**src/rtl/atp_rcpt_pkg.sv**
```systemverilog
// Shared types and constants for the ATP receipt generator.
// ATP_RCPT_CKSUM_EN selects the 12-byte receipt with a trailing XOR checksum.
package atp_rcpt_pkg;

    typedef enum logic [1:0] {
        ST_IDLE,
        ST_CALC,
        ST_EMIT
    } state_t;

    localparam logic [7:0] RCPT_HDR = 8'hA5;

`ifdef ATP_RCPT_CKSUM_EN
    localparam int RCPT_LEN = 12;
`else
    localparam int RCPT_LEN = 11;
`endif

    localparam int FLG_METHOD   = 0;
    localparam int FLG_DECLINED = 1;
    localparam int FLG_OVERPAY  = 2;

    localparam logic [3:0] IDX_HDR     = 4'd0;
    localparam logic [3:0] IDX_SEQ     = 4'd1;
    localparam logic [3:0] IDX_FLAGS   = 4'd2;
    localparam logic [3:0] IDX_CONS_HI = 4'd3;
    localparam logic [3:0] IDX_CONS_LO = 4'd4;
    localparam logic [3:0] IDX_AMT_HI  = 4'd5;
    localparam logic [3:0] IDX_AMT_LO  = 4'd6;
    localparam logic [3:0] IDX_CHG_HI  = 4'd7;
    localparam logic [3:0] IDX_CHG_LO  = 4'd8;
    localparam logic [3:0] IDX_BAL_HI  = 4'd9;
    localparam logic [3:0] IDX_BAL_LO  = 4'd10;
    localparam logic [3:0] IDX_CKSUM   = 4'd11;
    localparam logic [3:0] IDX_LAST    = 4'(RCPT_LEN - 1);

endpackage

```
**src/rtl/atp_receipt_gen_if.sv**
```systemverilog
// Transaction-in and receipt-byte-out handshakes of the ATP receipt generator.
interface atp_receipt_gen_if #(
    parameter int AMT_W  = 11,
    parameter int CONS_W = 12
);
    logic              txn_valid;
    logic              txn_ready;
    logic [CONS_W-1:0] txn_consumer;
    logic [AMT_W-1:0]  txn_amount;
    logic [AMT_W-1:0]  txn_charges;
    logic [AMT_W-1:0]  txn_old_bal;
    logic              txn_method;
    logic              txn_error;
    logic [7:0]        rcpt_data;
    logic              rcpt_valid;
    logic              rcpt_ready;
    logic              rcpt_last;

    modport master (
        output txn_valid, txn_consumer, txn_amount, txn_charges, txn_old_bal,
               txn_method, txn_error, rcpt_ready,
        input  txn_ready, rcpt_data, rcpt_valid, rcpt_last
    );

    modport slave (
        input  txn_valid, txn_consumer, txn_amount, txn_charges, txn_old_bal,
               txn_method, txn_error, rcpt_ready,
        output txn_ready, rcpt_data, rcpt_valid, rcpt_last
    );
endinterface

```
**src/rtl/atp_receipt_gen_balance.sv**
```systemverilog
// Post-payment balance: due = old_bal + charges, then settle against the amount tendered.
module atp_rcpt_balance #(
    parameter int AMT_W = 11
) (
    input  logic [AMT_W-1:0] amount,
    input  logic [AMT_W-1:0] charges,
    input  logic [AMT_W-1:0] old_bal,
    input  logic             error,
    output logic [AMT_W:0]   new_bal,
    output logic             declined,
    output logic             overpay
);
    logic [AMT_W:0] due;

    // A declined record leaves the whole amount due outstanding.
    always_comb begin
        due      = {1'b0, old_bal} + {1'b0, charges};
        new_bal  = due - {1'b0, amount};
        declined = 1'b0;
        overpay  = 1'b0;
        if (error) begin
            new_bal  = due;
            declined = 1'b1;
        end else if ({1'b0, amount} > due) begin
            new_bal = '0;
            overpay = 1'b1;
        end
    end
endmodule

```
**src/rtl/atp_receipt_gen.sv**
```systemverilog
// ATP receipt generator: captures one transaction record and streams a binary receipt.
// ATP_RCPT_CKSUM_EN appends an XOR checksum byte (12-byte receipt instead of 11).
module atp_receipt_gen
    import atp_rcpt_pkg::*;
#(
    parameter int AMT_W  = 11,
    parameter int CONS_W = 12
) (
    input  logic               clk,
    input  logic               rst,
    atp_receipt_gen_if.slave   bus,
    output logic               busy,
    output logic [7:0]         seq_no
);
    state_t            state;
    logic [CONS_W-1:0] consumer_q;
    logic [AMT_W-1:0]  amount_q;
    logic [AMT_W-1:0]  charges_q;
    logic [AMT_W-1:0]  old_bal_q;
    logic              method_q;
    logic              error_q;
    logic [AMT_W:0]    new_bal_c;
    logic [AMT_W:0]    new_bal_q;
    logic              declined_c;
    logic              overpay_c;
    logic [7:0]        flags_c;
    logic [7:0]        flags_q;
    logic [3:0]        index;
    logic [3:0]        next_index;
    logic [7:0]        next_byte;
    logic [15:0]       cons16;
    logic [15:0]       amt16;
    logic [15:0]       chg16;
    logic [15:0]       bal16;
`ifdef ATP_RCPT_CKSUM_EN
    logic [7:0]        cksum_acc;
`endif

    atp_rcpt_balance #(.AMT_W(AMT_W)) u_balance (
        .amount   (amount_q),
        .charges  (charges_q),
        .old_bal  (old_bal_q),
        .error    (error_q),
        .new_bal  (new_bal_c),
        .declined (declined_c),
        .overpay  (overpay_c)
    );

    assign cons16     = 16'(consumer_q);
    assign amt16      = 16'(amount_q);
    assign chg16      = 16'(charges_q);
    assign bal16      = 16'(new_bal_q);
    assign next_index = index + 4'd1;

    always_comb begin
        flags_c               = '0;
        flags_c[FLG_METHOD]   = method_q;
        flags_c[FLG_DECLINED] = declined_c;
        flags_c[FLG_OVERPAY]  = overpay_c;
    end

    // Byte presented after the current one is accepted; the header is loaded from CALC.
    always_comb begin
        next_byte = 8'h00;
        case (next_index)
            IDX_SEQ:     next_byte = seq_no;
            IDX_FLAGS:   next_byte = flags_q;
            IDX_CONS_HI: next_byte = cons16[15:8];
            IDX_CONS_LO: next_byte = cons16[7:0];
            IDX_AMT_HI:  next_byte = amt16[15:8];
            IDX_AMT_LO:  next_byte = amt16[7:0];
            IDX_CHG_HI:  next_byte = chg16[15:8];
            IDX_CHG_LO:  next_byte = chg16[7:0];
            IDX_BAL_HI:  next_byte = bal16[15:8];
            IDX_BAL_LO:  next_byte = bal16[7:0];
`ifdef ATP_RCPT_CKSUM_EN
            IDX_CKSUM:   next_byte = cksum_acc ^ bus.rcpt_data;
`endif
            default:     next_byte = 8'h00;
        endcase
    end

    always_ff @(posedge clk or posedge rst) begin
        if (rst) begin
            state          <= ST_IDLE;
            busy           <= 1'b0;
            seq_no         <= 8'h00;
            index          <= '0;
            consumer_q     <= '0;
            amount_q       <= '0;
            charges_q      <= '0;
            old_bal_q      <= '0;
            method_q       <= 1'b0;
            error_q        <= 1'b0;
            new_bal_q      <= '0;
            flags_q        <= '0;
            bus.txn_ready  <= 1'b1;
            bus.rcpt_data  <= 8'h00;
            bus.rcpt_valid <= 1'b0;
            bus.rcpt_last  <= 1'b0;
`ifdef ATP_RCPT_CKSUM_EN
            cksum_acc      <= 8'h00;
`endif
        end else begin
            case (state)
                ST_IDLE: begin
                    if (bus.txn_valid) begin
                        consumer_q    <= bus.txn_consumer;
                        amount_q      <= bus.txn_amount;
                        charges_q     <= bus.txn_charges;
                        old_bal_q     <= bus.txn_old_bal;
                        method_q      <= bus.txn_method;
                        error_q       <= bus.txn_error;
                        busy          <= 1'b1;
                        bus.txn_ready <= 1'b0;
                        state         <= ST_CALC;
                    end
                end
                ST_CALC: begin
                    new_bal_q      <= new_bal_c;
                    flags_q        <= flags_c;
                    index          <= IDX_HDR;
                    bus.rcpt_data  <= RCPT_HDR;
                    bus.rcpt_valid <= 1'b1;
                    bus.rcpt_last  <= 1'b0;
`ifdef ATP_RCPT_CKSUM_EN
                    cksum_acc      <= 8'h00;
`endif
                    state          <= ST_EMIT;
                end
                ST_EMIT: begin
                    if (bus.rcpt_ready) begin
`ifdef ATP_RCPT_CKSUM_EN
                        cksum_acc <= cksum_acc ^ bus.rcpt_data;
`endif
                        if (bus.rcpt_last) begin
                            bus.rcpt_valid <= 1'b0;
                            bus.rcpt_last  <= 1'b0;
                            bus.rcpt_data  <= 8'h00;
                            bus.txn_ready  <= 1'b1;
                            busy           <= 1'b0;
                            seq_no         <= seq_no + 8'd1;
                            state          <= ST_IDLE;
                        end else begin
                            index         <= next_index;
                            bus.rcpt_data <= next_byte;
                            bus.rcpt_last <= (next_index == IDX_LAST);
                        end
                    end
                end
                default: state <= ST_IDLE;
            endcase
        end
    end
endmodule

```
**src/flat_wrapper.sv**
```systemverilog
// flat-port wrapper written by rule: the top's interface ports become plain ports
module atp_receipt_gen_flat import atp_rcpt_pkg::*;
#(
    parameter int AMT_W  = 11,
    parameter int CONS_W = 12
)
  (clk, rst, busy, seq_no, bus_txn_valid, bus_txn_consumer, bus_txn_amount, bus_txn_charges, bus_txn_old_bal, bus_txn_method, bus_txn_error, bus_rcpt_ready, bus_txn_ready, bus_rcpt_data, bus_rcpt_valid, bus_rcpt_last);
  atp_receipt_gen_if #(.AMT_W(AMT_W), .CONS_W(CONS_W)) bus_i ();
  input  logic clk;
  input  logic rst;
  output logic busy;
  output logic [7:0] seq_no;
  input wire logic [$bits(bus_i.txn_valid)-1:0] bus_txn_valid;
  input wire logic [$bits(bus_i.txn_consumer)-1:0] bus_txn_consumer;
  input wire logic [$bits(bus_i.txn_amount)-1:0] bus_txn_amount;
  input wire logic [$bits(bus_i.txn_charges)-1:0] bus_txn_charges;
  input wire logic [$bits(bus_i.txn_old_bal)-1:0] bus_txn_old_bal;
  input wire logic [$bits(bus_i.txn_method)-1:0] bus_txn_method;
  input wire logic [$bits(bus_i.txn_error)-1:0] bus_txn_error;
  input wire logic [$bits(bus_i.rcpt_ready)-1:0] bus_rcpt_ready;
  output wire logic [$bits(bus_i.txn_ready)-1:0] bus_txn_ready;
  output wire logic [$bits(bus_i.rcpt_data)-1:0] bus_rcpt_data;
  output wire logic [$bits(bus_i.rcpt_valid)-1:0] bus_rcpt_valid;
  output wire logic [$bits(bus_i.rcpt_last)-1:0] bus_rcpt_last;
  assign bus_i.txn_valid = bus_txn_valid;
  assign bus_i.txn_consumer = bus_txn_consumer;
  assign bus_i.txn_amount = bus_txn_amount;
  assign bus_i.txn_charges = bus_txn_charges;
  assign bus_i.txn_old_bal = bus_txn_old_bal;
  assign bus_i.txn_method = bus_txn_method;
  assign bus_i.txn_error = bus_txn_error;
  assign bus_i.rcpt_ready = bus_rcpt_ready;
  assign bus_txn_ready = bus_i.txn_ready;
  assign bus_rcpt_data = bus_i.rcpt_data;
  assign bus_rcpt_valid = bus_i.rcpt_valid;
  assign bus_rcpt_last = bus_i.rcpt_last;
  atp_receipt_gen #(.AMT_W(AMT_W), .CONS_W(CONS_W)) u_core (.clk(clk), .rst(rst), .bus(bus_i), .busy(busy), .seq_no(seq_no));
endmodule
```
**config.mk**
```make
export PLATFORM = sky130hd
export DESIGN_NAME = atp_receipt_gen_flat
export DESIGN_NICKNAME = d
export VERILOG_FILES = /design/src/rtl/atp_rcpt_pkg.sv /design/src/rtl/atp_receipt_gen_if.sv /design/src/rtl/atp_receipt_gen_balance.sv /design/src/rtl/atp_receipt_gen.sv /design/src/flat_wrapper.sv
export SDC_FILE = /design/constraint.sdc
export NUM_CORES = 1
export LEC_CHECK = 0
export ABC_AREA = 1
export BUFFER_PORTS_ARGS = -buffer_cell sky130_fd_sc_hd__buf_2
export CORE_ASPECT_RATIO = 1.5
export CORE_MARGIN = 2
export CORE_UTILIZATION = 55
export CTS_BUF_LIST = sky130_fd_sc_hd__clkbuf_4 sky130_fd_sc_hd__clkbuf_8
export DETAILED_ROUTE_END_ITERATION = 12
export GPL_ROUTABILITY_DRIVEN = 0
export PLACE_DENSITY = 0.78
export SYNTH_ARGS = -nofsm -noshare
export SYNTH_HDL_FRONTEND = slang
export SYNTH_SLANG_ARGS = --single-unit
```
**constraint.sdc**
```tcl
create_clock -name clk -period 5.1 [get_ports clk]
set_input_delay 1.02 -clock clk [delete_from_list [all_inputs] [get_ports clk]]
set_output_delay 1.02 -clock clk [all_outputs]
set_load 0.01 [all_outputs]
```
# After elaboration in Yosys (flattened, before gate mapping)
# Cells that the tools add are included.
# Widths: inputs -> output; s select.
# word_totals
reg_bits,88
input_bits,51
out_inout_bits,20
elab_cells,75
# classes
addsub,4
magnitude_cmp,1
n_eq_ne,16
mux,28
reduce_logical,10
# op_table
operator,count
$pmux 8 s10,1
$mux 12,2
$eq 4x3->1 const B,4
$mux 8,2
$pmux 8 s2,1
$add 11x11->12,1
$eq 4x4->1 const B,3
$gt 11x12->1,1
$reduce_and 3->1,4
$sub 12x11->12,1
$mux 1,11
$add 8x1->8 const B,1
$eq 4x2->1 const B,2
$mux 4,2
$pmux 1 s2,4
$pmux 4 s2,1
$mux 2,3
$ne 2x2->1 const B,3
$pmux 2 s3,1
$add 4x1->4 const B,1
$eq 4x1->1 const B,1
$reduce_and 2->1,2
$reduce_and 4->1,1
$reduce_bool 2->1,2
other kinds (4),4

# Longest topological paths before layout
# depth
ltp_word,6
mapped_depth,23

# Modules after synthesis
# From an unflattened synthesis, not the netlist that was laid out.
# hier_totals
hier_cells,777
hier_area_um2,5639.2
# modules_own_cells
mod,instances,cells_each,area_each_um2,seq_area_each_um2
atp_receipt_gen,1,505,4175.3,2203.4
atp_rcpt_balance,1,272,1463.9,0.0

# Worst setup path after synthesis
# No wires, ideal clock.
# synth_timing
path_kind,reg-to-reg
start,register u_core.old_bal_q[0]
end,register u_core.new_bal_q[5]
setup_ns,0.118
arrival_time_ns,2.789
required_ns,4.982
path_slack_ns,2.193
stages_incl_launch_ff,22
path_buffers,1
cell_sequence,dfrtp_1 ha_1 fa_1 nand2_1 nand2_1 nand2_1 nand2_1 or2_2 nand2_1 inv_1 ha_1 nand2_1 inv_1 nand2_1 nand2_1 nand2_1 nand3_1 nand2_1 nand3b_1 buf_4 a21oi_1 nor2_1
# synth_between
elab_chain_len,4
word_cells_on_any_way,5
cone_classes,add/sub: 2; order compare: 1; mux: 2
# synth_lines
element,line,rtl
from (decl),atp_receipt_gen.sv:19,logic [AMT_W-1:0] old_bal_q;
from (signal assigned),atp_receipt_gen.sv:111,old_bal_q <= bus.txn_old_bal;
$add 11x11->12 (*),atp_receipt_gen_balance.sv:17,"due = {1'b0, old_bal} + {1'b0, charges};"
$sub 12x11->12 / $gt 11x12->1 (equally long branches),"atp_receipt_gen_balance.sv:18, atp_receipt_gen_balance.sv:24",
$mux 12,atp_receipt_gen_balance.sv:24,"end else if ({1'b0, amount} > due) begin"
$mux 12 (*),atp_receipt_gen_balance.sv:21,if (error) begin
to (signal assigned),atp_receipt_gen.sv:120,new_bal_q <= new_bal_c;
to (decl),atp_receipt_gen.sv:23,logic [AMT_W:0] new_bal_q;
# Mark *: on every way between the ends. The rest lies on a longest branch, timed or not.
# A chain may end at the register's enable or synchronous reset.

# Worst setup path in the final report
# layout_timing
start,register u_core.charges_q[0]
end,register u_core.new_bal_q[7]
# layout_between
elab_chain_len,4
word_cells_on_any_way,5
cone_classes,add/sub: 2; order compare: 1; mux: 2
# layout_lines
element,line,rtl
from (decl),atp_receipt_gen.sv:18,logic [AMT_W-1:0] charges_q;
from (signal assigned),atp_receipt_gen.sv:110,charges_q <= bus.txn_charges;
$add 11x11->12 (*),atp_receipt_gen_balance.sv:17,
$sub 12x11->12 / $gt 11x12->1 (equally long branches),"atp_receipt_gen_balance.sv:18, atp_receipt_gen_balance.sv:24",
$mux 12,atp_receipt_gen_balance.sv:24,
$mux 12 (*),atp_receipt_gen_balance.sv:21,
# Marked as above.

==> impl_results.md <==
* First-pass GRT wire length at 24300 µm
* Gate power share at 64.1%
* Critical Path AT at 3.74 ns
* Ant diodes at 0
* Worst hold path type: flop to flop
* DR pass1 iterations at 7
* WP buf/inv at 2
* Unrepaired setup endpoints after global routing: no
* H-tree levels at 3
* Clk_skew at around 0.0097 ns
* Vias at a little over 5000
* Core area at 0.00963 mm²
* Clk root buf: clkbuf_8
* Most common cell after layout, fill and taps aside: nand2_1
* Clock power frac at 9.7%
* Total power at around 4.8 mW
* Pin count of the biggest net entering global routing at 52
* Routed WL at 14500 µm
* Critical Path, Cell by Cell: ha_1, fa_1, nand2_1, nand2_1, nand2_1, nand2_1, or2_2, nand2_1, inv_1, ha_1, nand2_1, inv_1, nand2_1, nand2_1, nand2_1, nand3_1, nand2_1, nand3b_1, a21oi_1, nor2_1
* Via/cell ratio at 5.46
* Sequential fraction of the synthesis area at a little over 40%
* Ports at slightly above 70
* Wire length per cell at 15.5 µm
* Power per cell area at 792 mW/mm²
* CTS resizes at 0
* Hold Vio Cnt, Final at 0
* Reg power frac at 26.2%
* Vias in the first global route at 5067
* Area growth, synth to finish at 11.4%
* VDD IR max at 0.494 mV
* Status: complete, no violations
* Total track usage at just under 30%
* Max Clk Rate at 289 MHz
* GR Overflow Total at 0
* Cell Int Power at 2.25 mW
* CP peak stage delay at 0.43 ns
* Setup crit start kind: flop
* Hold Buf Count CTS at 0
* Main flop type after synthesis: dfrtp_1
* Final core occ at 62.6%
* Fin. max-slew vios at 0
* Cell Area, Synth at 0.00542 mm²
* Crit path max-delay family: simple AND/OR/NAND/NOR gates
* Slew margin rel. at a little over two fifths
* Slew @ Worst Pin at between 0.8 and 0.9 ns
* Die Y at 126 µm
* Switching Share at 52.8%
* Share of cells above drive strength 1 at 13.5%
* # fillers at 870
* Starting Density at 56.2%
* Seq cells post-synth at around 90
* DRT iter0 DRCs at 357
* Period utilization at about two thirds
* CTS tree: built
* Total CTS buffers at 9
* Post-synth EDFFs at 0
* Clock Tree Buf Depth at 2
* Yosys warns at 0
* Most frequent cells in the layout: nand2_1 (299), dfrtp_1 (87), buf_2 (70)
* Top cell by count, worst path: nand2_1
* Die ar. at approximately 0.011 mm²
* Nets at 896
* # DRC at 0
* P_leak at 3.27 nW
* Clock-pin slew on the worst setup and hold paths at 0.09 ns
* DPL Wire Length at 11200 µm
* Final Non-Filler Cells at 935
* Clock sink count at 88
* Initial antenna violation count at 0
* Die width at 85.0 µm
* Number of setup buffers added after CTS at 0
* ANT nets after route at 0
* Req. time, crit path at about 5.4 ns
* Fin crit period at ~3.5 ns
* Final setup fails at 0
* Gate Count Post-Synth at 749
* Crit path max-delay cell type: fa_1
* I/O Buffers at 70
* Netlist cell types at 37
* Fin Setup TNS at 0 ns
* Maximum fanout along the worst path at 11
* FP Rows at 44
* CP Class: flop to flop
* Switch Pwr at approximately 2.5 mW
* Clk_lat worst skew at 0.39 ns
* Placed cells at 919
* Async set or reset register ratio after synthesis at 100%
* Avg Cell Area, Syn at 7.23 µm²
* Max cap viols at 0
* Crit path capture type: flop
* Synth Net Count at 830
==> registers in the layout, summed over array words and instances, names as in the netlist <==
name,cells
u_core.amount_q,11
u_core.bus.rcpt_data,8
u_core.bus.rcpt_last,1
u_core.bus.rcpt_valid,1
u_core.bus.txn_ready,1
u_core.busy,1
u_core.charges_q,11
u_core.consumer_q,12
u_core.error_q,1
u_core.flags_q,3
u_core.index,4
u_core.method_q,1
u_core.new_bal_q,12
u_core.old_bal_q,11
u_core.seq_no,8
u_core.state,2
==> layout make-up <==
type,instances,area [µm²],area share [%]
tap,115,144,2.38
clock buffer,9,124,2.05
clock inverter,7,56.3,0.933
sequential,88,2200,36.5
timing repair buffer,75,388,6.43
multi-input combinational,577,2880,47.7
inverter,64,241,4.00
==> power groups by stage <==
stage               clock [mW]  sequential [mW]  combinational (mW)
floorplan                    0             1.16                2.34
global placement             0             1.24                2.92
finish                   0.462             1.25                3.06
CTS                      0.462             1.24                3.01
detailed placement           0             1.26                2.99
global route             0.489             1.29                3.46
==> metrics by stage <==
step           hold WS (ns)  setup slack, ns  instance area (µm²)
2_1_floorplan         0.442             1.80                 5420
3_3_place_gp          0.450             1.89                 5850
3_5_place_dp          0.454             1.74                 5850
4_1_cts               0.475             1.71                 6030
5_1_grt               0.503             1.42                 6030
6_report              0.471             1.64                 6030
==> cells by family after synthesis <==
family,count (synthesis),synth area share (%)
DFF,88,40.7
buffers and inverters,84,6.19
xor gates and xnor gates,17,3.10
adders and majority gates,30,7.21
and+or+nand+nor,466,36.5
AOI/OAI and AO/OA,64,6.35
==> synthesized netlist by cell type, types with 6 or more instances <==
master      n  share of area [%]
clkbuf_1   15                1.0
nand4_1    20                2.3
ha_1       28                6.5
xor2_1      7                1.1
nor2_4      6                1.2
nand3_1    46                4.3
inv_1      63                4.4
dfrtp_1    87                 40
a21oi_1    25                2.3
nor2_1     69                4.8
o21ai_0    24                2.2
xnor2_1     9                1.5
and2_1      6               0.69
nand2_1   299                 21
==> metal layers <==
| metal | share of wire (%) | global-route usage (%) | wire length [µm] |
|---|---|---|---|
| met1 | 39 | 33.9 | 5630 |
| met2 | 52 | 49.8 | 7480 |
| met3 | 5.2 | 3.83 | 757 |
| met4 | 4.5 | 16.0 | 650 |
| met5 | 0 | 0 | 0 |
==> worst paths after layout <==
path | start | endpoint | slack (ns) | cells after the start
setup reg to reg | u_core.charges_q[0]$_DFFE_PP0P_ | u_core.new_bal_q[7]$_DFFE_PP0P_ | 1.64 | 20
hold / removal | u_core.busy$_DFFE_PP0P_ | u_core.busy$_DFFE_PP0P_ | 0.47 | 2
setup / recovery | u_core.charges_q[0]$_DFFE_PP0P_ | u_core.new_bal_q[7]$_DFFE_PP0P_ | 1.64 | 20
max in group asynchronous | rst | u_core.bus.txn_ready$_DFFE_PP1P_ | 3.30 | 3
min in group asynchronous | rst | u_core.consumer_q[4]$_DFFE_PP0P_ | 0.77 | 2
hold reg to reg | u_core.busy$_DFFE_PP0P_ | u_core.busy$_DFFE_PP0P_ | 0.47 | 2
==> tightest hold or removal path: stages, from the launching register on <==
cell and delay, ns:
dfrtp_1 0.35, nand2_1 0.05, nand2_1 0.04
Power figures use the tool's default switching activity.
